$ cat config.mk
export PLATFORM = sky130hd
export DESIGN_NAME = enc_index_capture_fifo
export DESIGN_NICKNAME = d
export VERILOG_FILES = /design/src/rtl/enc_index_capture_fifo_pkg.sv /design/src/rtl/enc_sync_fifo_core.sv /design/src/rtl/enc_index_capture_fifo.sv
export SDC_FILE = /design/constraint.sdc
export NUM_CORES = 1
export LEC_CHECK = 0
export ABC_AREA = 1
export ABC_CLOCK_PERIOD_IN_PS = 3800
export CORE_ASPECT_RATIO = 1.75
export CORE_UTILIZATION = 30
export CTS_CLUSTER_DIAMETER = 80
export DETAILED_ROUTE_END_ITERATION = 10
export SYNTH_ARGS = -nofsm -noshare
export SYNTH_HDL_FRONTEND = slang
export SYNTH_HIERARCHICAL = 1
export SYNTH_SLANG_ARGS = --single-unit
$ cat constraint.sdc
create_clock -name clk -period 3.8 [get_ports clk]
set_clock_uncertainty 0.05 [all_clocks]
set_input_delay 0.76 -clock clk [delete_from_list [all_inputs] [get_ports clk]]
set_output_delay 0.76 -clock clk [all_outputs]
set_load 0.005 [all_outputs]
$ cat src/rtl/enc_index_capture_fifo_pkg.sv
// Shared constants for the encoder index capture FIFO and its ring-buffer core.
package enc_index_capture_fifo_pkg;

    // Default index width: 4 bits for the 16x4 encoder tree.
    localparam int unsigned IDX_W_DEFAULT = 4;
    // Default queue depth; must be a power of two, at least 2.
    localparam int unsigned DEPTH_DEFAULT = 4;

    // Occupancy counter width; wide enough to hold DEPTH itself.
    function automatic int unsigned cnt_w(int unsigned depth);
        return $clog2(depth) + 1;
    endfunction

    localparam int unsigned CNT_W_DEFAULT = cnt_w(DEPTH_DEFAULT);

endpackage

$ cat src/rtl/enc_sync_fifo_core.sv
// Ring-buffer FIFO: storage, read/write pointers and occupancy count.
// The caller qualifies push/pop; push while full is only legal with a
// simultaneous pop.
module enc_sync_fifo_core
    import enc_index_capture_fifo_pkg::*;
#(
    parameter int unsigned WIDTH = IDX_W_DEFAULT,
    parameter int unsigned DEPTH = DEPTH_DEFAULT,
    localparam int unsigned CNT_W = cnt_w(DEPTH),
    localparam int unsigned PTR_W = $clog2(DEPTH)
) (
    input  logic             clk,
    input  logic             rst,
    input  logic             push,
    input  logic             pop,
    input  logic [WIDTH-1:0] wdata,
    output logic [WIDTH-1:0] rdata,
    output logic [CNT_W-1:0] count,
    output logic             full,
    output logic             empty
);

    logic [WIDTH-1:0] mem_q [DEPTH];
    logic [PTR_W-1:0] wr_ptr_q, wr_ptr_d;
    logic [PTR_W-1:0] rd_ptr_q, rd_ptr_d;
    logic [CNT_W-1:0] count_q, count_d;

    // Next-state for pointers and count; power-of-two depth makes the
    // pointer increment wrap from DEPTH-1 to 0 on its own.
    always_comb begin
        wr_ptr_d = wr_ptr_q;
        rd_ptr_d = rd_ptr_q;
        count_d  = count_q;
        if (push) begin
            wr_ptr_d = wr_ptr_q + PTR_W'(1);
        end
        if (pop) begin
            rd_ptr_d = rd_ptr_q + PTR_W'(1);
        end
        unique case ({push, pop})
            2'b10:   count_d = count_q + CNT_W'(1);
            2'b01:   count_d = count_q - CNT_W'(1);
            default: count_d = count_q;
        endcase
    end

    // State registers; reset clears every entry so the head reads zero.
    always_ff @(posedge clk or posedge rst) begin
        if (rst) begin
            for (int i = 0; i < int'(DEPTH); i++) begin
                mem_q[i] <= '0;
            end
            wr_ptr_q <= '0;
            rd_ptr_q <= '0;
            count_q  <= '0;
        end else begin
            if (push) begin
                mem_q[wr_ptr_q] <= wdata;
            end
            wr_ptr_q <= wr_ptr_d;
            rd_ptr_q <= rd_ptr_d;
            count_q  <= count_d;
        end
    end

    // Status comes from the count, so pointer equality is never ambiguous.
    always_comb begin
        rdata = mem_q[rd_ptr_q];
        count = count_q;
        full  = (count_q == CNT_W'(DEPTH));
        empty = (count_q == '0);
    end

endmodule

$ cat src/rtl/enc_index_capture_fifo.sv
// Capture stage behind the priority-encoder tree: turns changes in the
// encoder's valid/index into events, queues the indices and lets a consumer
// drain them with valid/ready. A sticky flag records events lost to a full
// queue.
module enc_index_capture_fifo
    import enc_index_capture_fifo_pkg::*;
#(
    parameter int unsigned IDX_W = IDX_W_DEFAULT,
    parameter int unsigned DEPTH = DEPTH_DEFAULT,
    localparam int unsigned CNT_W = cnt_w(DEPTH)
) (
    input  logic             clk,
    input  logic             rst,
    input  logic             v_in,
    input  logic [IDX_W-1:0] idx_in,
    output logic             out_valid,
    input  logic             out_ready,
    output logic [IDX_W-1:0] out_idx,
    output logic [CNT_W-1:0] count,
    output logic             full,
    output logic             empty,
    output logic             overflow,
    input  logic             clr_ovf
);

    logic             v_prev_q;
    logic [IDX_W-1:0] idx_prev_q;
    logic             overflow_q, overflow_d;
    logic             evt, push, pop, drop;

    // Event detect and handshake qualification. A held-steady index is one
    // event; a full queue only accepts when the head leaves the same cycle.
    always_comb begin
        evt       = v_in & (~v_prev_q | (idx_in != idx_prev_q));
        out_valid = ~empty;
        pop       = out_valid & out_ready;
        push      = evt & (~full | pop);
        drop      = evt & full & ~pop;
        // Setting beats clearing when both happen together.
        if (drop) begin
            overflow_d = 1'b1;
        end else if (clr_ovf) begin
            overflow_d = 1'b0;
        end else begin
            overflow_d = overflow_q;
        end
    end

    // Previous-sample registers for edge detection plus the sticky flag.
    always_ff @(posedge clk or posedge rst) begin
        if (rst) begin
            v_prev_q   <= 1'b0;
            idx_prev_q <= '0;
            overflow_q <= 1'b0;
        end else begin
            v_prev_q   <= v_in;
            idx_prev_q <= idx_in;
            overflow_q <= overflow_d;
        end
    end

    assign overflow = overflow_q;

    enc_sync_fifo_core #(
        .WIDTH (IDX_W),
        .DEPTH (DEPTH)
    ) u_core (
        .clk   (clk),
        .rst   (rst),
        .push  (push),
        .pop   (pop),
        .wdata (idx_in),
        .rdata (out_idx),
        .count (count),
        .full  (full),
        .empty (empty)
    );

endmodule

# Word level (Yosys, flattened, before mapping)
# Cells that the tools add are included.
op_classes:
  addsub: 4
  n_eq_ne: 4
  order_cmp: 3
  bitwise: 13
  mux: 9
  reduce_logical: 4
ops:
  columns: ["cell", "count"]
  rows:
  - ["$bwmux W16", 1]
  - ["$mux W4", 3]
  - ["$bmux W4 S2", 1]
  - ["$demux W4 S2", 1]
  - ["$ge A3 B3 Y1 const B", 2]
  - ["$not A2 Y3", 2]
  - ["$pmux W3 S2", 1]
  - ["$and A1 B1 Y1", 5]
  - ["$add A2 B1 Y2 const B", 2]
  - ["$ne A4 B4 Y1", 1]
  - ["$not A1 Y1", 4]
  - ["$reduce_bool A2 Y1", 2]
  - ["$add A3 B1 Y3 const B", 1]
  - ["$eq A3 B3 Y1 const B", 1]
  - ["$logic_not A3 Y1", 1]
  - ["$lt A3 B1 Y1 const B", 1]
  - ["$sub A3 B1 Y3 const B", 1]
  - ["$eq A2 B1 Y1 const B", 1]
  - ["$eq A2 B2 Y1 const B", 1]
  - ["$mux W1", 2]
  - ["$or A1 B1 Y1", 2]
  - ["$logic_and A1 B1 Y1", 1]
word_totals:
  input_bits: 9
  regBits: 29
  elab_cells: 47
  output_inout_bits: 11

# Depth between registers and ports, before layout
logic_depth:
  ltp_word: 7
  ltp_mapped: 17
  mapped_depth_nobuf: 16

# Hierarchy
# Netlist, hierarchy kept.
by_module_without_submodules:
  columns: ["module", "area_each_um2", "instances", "cells_per_inst"]
  rows:
  - ["enc_sync_fifo_core", 1131.1, 1, 128]
  - ["enc_index_capture_fifo", 267.8, 1, 35]

# Least setup slack after synthesis
# Ideal clock, no wire load.
synth_timing:
  path_type: "input to register"
  startpoint: "in idx_in[2]"
  endpoint: "reg u_core.count_q[2], in the netlist u_core/count[2]"
  arrival_ns: 2.123
  slack_ns: 1.510
  setup_ns: 0.117
  path_buffers: 1
  path_stages: 14
  required_time_ns: 3.633
  cell_sequence: "xor2_1 nor2_1 nand2_1 nand2_1 nor2_1 buf_4 inv_1 ha_1 inv_1 fa_1 nand2_1 nand3_1 nand2_1 nand2_1"
synth_between:
  elab_chain_cells: 6
  word_cells_on_any_way: 8
  classes_between: "eq/ne: 3; mux: 1; bitwise: 3; reduce/logical: 1"
synth_rtl:
  columns: ["element", "line", "text"]
  rows:
  - ["start: declaration", "enc_index_capture_fifo.sv:15", "input logic [IDX_W-1:0] idx_in,"]
  - ["$ne A4 B4 Y1 *", "enc_index_capture_fifo.sv:34", "evt = v_in & (~v_prev_q | (idx_in != idx_prev_q));"]
  - ["$or A1 B1 Y1 *", "enc_index_capture_fifo.sv:34", null]
  - ["$and A1 B1 Y1 *", "enc_index_capture_fifo.sv:34", null]
  - ["$and A1 B1 Y1 *", "enc_index_capture_fifo.sv:37", "push = evt & (~full | pop);"]
  - ["named net push", "enc_index_capture_fifo.sv:29", "logic evt, push, pop, drop;"]
  - ["$eq A2 B1 Y1 / $eq A2 B2 Y1 (equally long branches)", "enc_sync_fifo_core.sv:40", "unique case ({push, pop})"]
  - ["$pmux W3 S2 / $reduce_bool A2 Y1 (equally long branches)", null, null]
  - ["end signal: assignment", "enc_sync_fifo_core.sv:62", "count_q <= count_d;"]
  - ["end: declaration", "enc_sync_fifo_core.sv:26", "logic [CNT_W-1:0] count_q, count_d;"]
# The timed path passes the listed nets; every way through them passes the cells marked *.
# A chain may end at the register's enable or synchronous reset.

# Final worst setup path
layout_timing:
  startpoint: "in out_ready"
  endpoint: "reg u_core.count_q[1], in the netlist u_core/count[1]"
layout_between:
  elab_chain_cells: 5
  word_cells_on_any_way: 7
  classes_between: "eq/ne: 2; mux: 1; bitwise: 3; reduce/logical: 1"
layout_rtl:
  columns: ["element", "line", "text"]
  rows:
  - ["start: declaration", "enc_index_capture_fifo.sv:17", "input logic out_ready,"]
  - ["$and A1 B1 Y1 *", "enc_index_capture_fifo.sv:36", "pop = out_valid & out_ready;"]
  - ["named net pop", "enc_index_capture_fifo.sv:29", null]
  - ["$or A1 B1 Y1 *", "enc_index_capture_fifo.sv:37", null]
  - ["$and A1 B1 Y1 *", "enc_index_capture_fifo.sv:37", null]
  - ["named net push", "enc_index_capture_fifo.sv:29", null]
  - ["$eq A2 B1 Y1 / $eq A2 B2 Y1 (equally long branches)", "enc_sync_fifo_core.sv:40", null]
  - ["$pmux W3 S2 / $reduce_bool A2 Y1 (equally long branches)", null, null]
# Marks and branches as above.

==> flow_summary.json <==
{
  "firstDrtPassIters": 4,
  "track_usage": 0.129,
  "status": "complete, no violations",
  "fin_tns_setup_ps": 0,
  "ios": 20,
  "ys_types": 17,
  "grt_pass1_wl_um": 4580,
  "layout_min_cycle_time_ps": 2860,
  "post_cts_buffers": 0,
  "synth_top_cell_by_area": "dfrtp_1",
  "drc_errors": 0,
  "drt-total-wl_um": 2550,
  "antenna_found_initial": 0,
  "syn_area_per_cell_um2": 8.58,
  "dieArea_um2": 4950,
  "critPathSlowestCell": "clkdlybuf4s50_1",
  "hpwl_um": 1980,
  "p_leak_nw": 0.870,
  "nNetsFinal": 201,
  "areaGrowthSynthToFinish_pct": 21.6,
  "whs_ps": 434,
  "cp_max_fo": 8,
  "setup_viol": 0,
  "irDropWorstVdd_mv": 0.448,
  "hold_depth": 2,
  "gr-total-overflow": 0,
  "cp_slowest_stage_delay_ps": 450,
  "r2r_cells": 9,
  "cts_buffers": 5,
  "worstSetupEndpointType": "flip-flop",
  "finalMaxSlewViolations": 0,
  "cp.depth": 10,
  "synth_area_leaders": "dfrtp_1, nand2_1, inv_1",
  "final_cell_mix": "nand2_1, inv_1, dfrtp_1",
  "syn_nets": 178,
  "clk_pin_slew_ps": 60,
  "routed_via_density": 4.44,
  "hp-class": "reg2reg",
  "die_w_um": 53.6,
  "r2r_setup_slack_ps": 1350,
  "power_density_nw_per_um2": 760,
  "drive_above_1_share": 0.0374,
  "tritoncts": "built",
  "timing.fmax_ghz": 0.350,
  "rr_startpoint": "u_core/count[0]$_DFFE_PP0P_",
  "start_util": 0.315,
  "crit_end": "u_core/count[1]$_DFFE_PP0P_",
  "clock_sinks": 29,
  "r2r_end": "u_core/count[1]$_DFFE_PP0P_",
  "num_rows": 32,
  "worstMarginPinSlew_ps": 869,
  "gp_congestion": 0.730,
  "synth_top_area_frac": 0.519,
  "rsz0062_at_grt": "false",
  "cts-resized-gates": 0,
  "crit_chain": "clkdlybuf4s50_1 -> inv_1 -> nor2_1 -> nor2_1 -> nor2_1 -> inv_1 -> ha_1 -> inv_1 -> fa_1 -> o21ai_0",
  "finalCritPeriodShare": 0.752,
  "slew_headroom": 0.420,
  "grt_pass1_vias": 1032,
  "die_h_um": 92.3,
  "coreArea_um2": 4440,
  "yosysSeqAreaShare": 0.519,
  "layout_commonest_cell": "nand2_1",
  "startpoint": "out_ready",
  "worstSetupStartpointType": "input pin",
  "synth_cells": 163,
  "worstSetupPathType": "in2reg",
  "cts_hold_buf": 0,
  "clock-root-buffer": "clkbuf_8",
  "max-cap-violations": 0,
  "hold_viol": 0,
  "antenna_left": 0,
  "drtIter0Drc": 27,
  "path_delay_family": "simple AND/OR/NAND/NOR gates",
  "worstPathArrival_ps": 3010,
  "synth_seq_cells": 29,
  "cts_max_level": 2,
  "diodes": 0,
  "syn-cell-area_um2": 1400,
  "cp_data_required_time_ps": 3950,
  "grt_start_max_net_pins": 24,
  "ys_warn_count": 6,
  "vias": 1056,
  "portBuffers": 19,
  "cp.buffers_inverters": 4,
  "wl_per_cell_um": 10.7,
  "clockBufferDepth": 2,
  "insertion_delay_ps": 270
}
[how the worst min path moves through the flow]
stage / startpoint / end / slack, ps
final: u_core/mem_q[2]$_DFFE_PP0P_ / u_core/mem_q[2]$_DFFE_PP0P_ / 430
after global routing: u_core/mem_q[3]$_DFFE_PP0P_ / u_core/mem_q[3]$_DFFE_PP0P_ / 450
after CTS: u_core/mem_q[7]$_DFFE_PP0P_ / u_core/mem_q[7]$_DFFE_PP0P_ / 440
after detailed placement: overflow$_DFFE_PP0P_ / overflow$_DFFE_PP0P_ / 420
after global placement: u_core/mem_q[15]$_DFFE_PP0P_ / u_core/mem_q[15]$_DFFE_PP0P_ / 420
after floorplan: u_core/mem_q[0]$_DFFE_PP0P_ / u_core/mem_q[0]$_DFFE_PP0P_ / 400
[per-layer routing]
layer | GRT usage | up-vias | wire length [µm]
met1 | 0.147 | 476 | 1070
met5 | 0 | - | 0
met2 | 0.213 | 24 | 1320
li1 | - | 550 | -
met4 | 0.0724 | 0 | 62
met3 | 0.0312 | 6 | 93
[stage by stage]
step | util | cell area, µm² | setup WS (ps) | power, mW | instances
2_1_floorplan | - | 1400 | 1510 | 0.863 | 163
3_3_place_gp | 0.364 | 1620 | 696 | 1.06 | 230
3_5_place_dp | 0.364 | 1620 | 631 | 1.07 | 230
4_1_cts | 0.383 | 1700 | 923 | 1.32 | 238
5_1_grt | 0.383 | 1700 | 692 | 1.42 | 238
6_report | 0.383 | 1700 | 941 | 1.29 | 238
[Yosys cell counts]
cell and count:
nand2_1 49, ha_1 5, buf_6 1, nor2_1 5, dfrtp_1 29, nor3_1 2, nand3_1 3, xor2_1 4
inv_1 33, o21ai_1 1, nand4_1 1, xnor2_1 1, o211ai_1 8, buf_4 1, o21ai_0 18, buf_8 1
fa_1 1
[worst min-delay path: stages, from the launching register on]
cell and delay (ps):
dfrtp_1 340, nand2_1 50, o21ai_0 60
[cell type report]
| cell class | instances | area, µm² |
|---|---|---|
| Fill cell | 449 | 2740 |
| Sequential cell | 29 | 726 |
| Multi-Input combinational cell | 98 | 515 |
| Timing Repair Buffer | 19 | 190 |
| Inverter | 33 | 124 |
| Clock buffer | 6 | 72.6 |
| Tap cell | 51 | 63.8 |
| Clock inverter | 2 | 10.0 |
[sequential cells by signal, indices dropped and copies added, names as in the netlist]
signal           cells
u_core/rd_ptr_q      2
idx_prev_q           4
overflow             1
u_core/wr_ptr_q      2
v_prev_q             1
u_core/count         3
u_core/mem_q        16
[where the power goes]
part	leakage, nW	switching (mW)	internal (mW)	total [mW]
clock network	0.0450	0.110	0.126	0.236
registers	0.356	0.108	0.432	0.540
logic	0.469	0.245	0.272	0.517
total	0.870	0.462	0.831	1.29
[cells by family (layout without fill, tap and decap cells)]
| family | after synthesis | after routing | synth area share |
|---|---|---|---|
| adders and majority gates | 6 | 6 | 0.0590 |
| DFF | 29 | 29 | 0.519 |
| buffers and inverters | 36 | 60 | 0.113 |
| xor gates and xnor gates | 5 | 5 | 0.0313 |
| AOI/OAI and AO/OA | 27 | 27 | 0.111 |
| and+or+nand+nor | 60 | 60 | 0.167 |
Power figures use the tool's default switching activity.
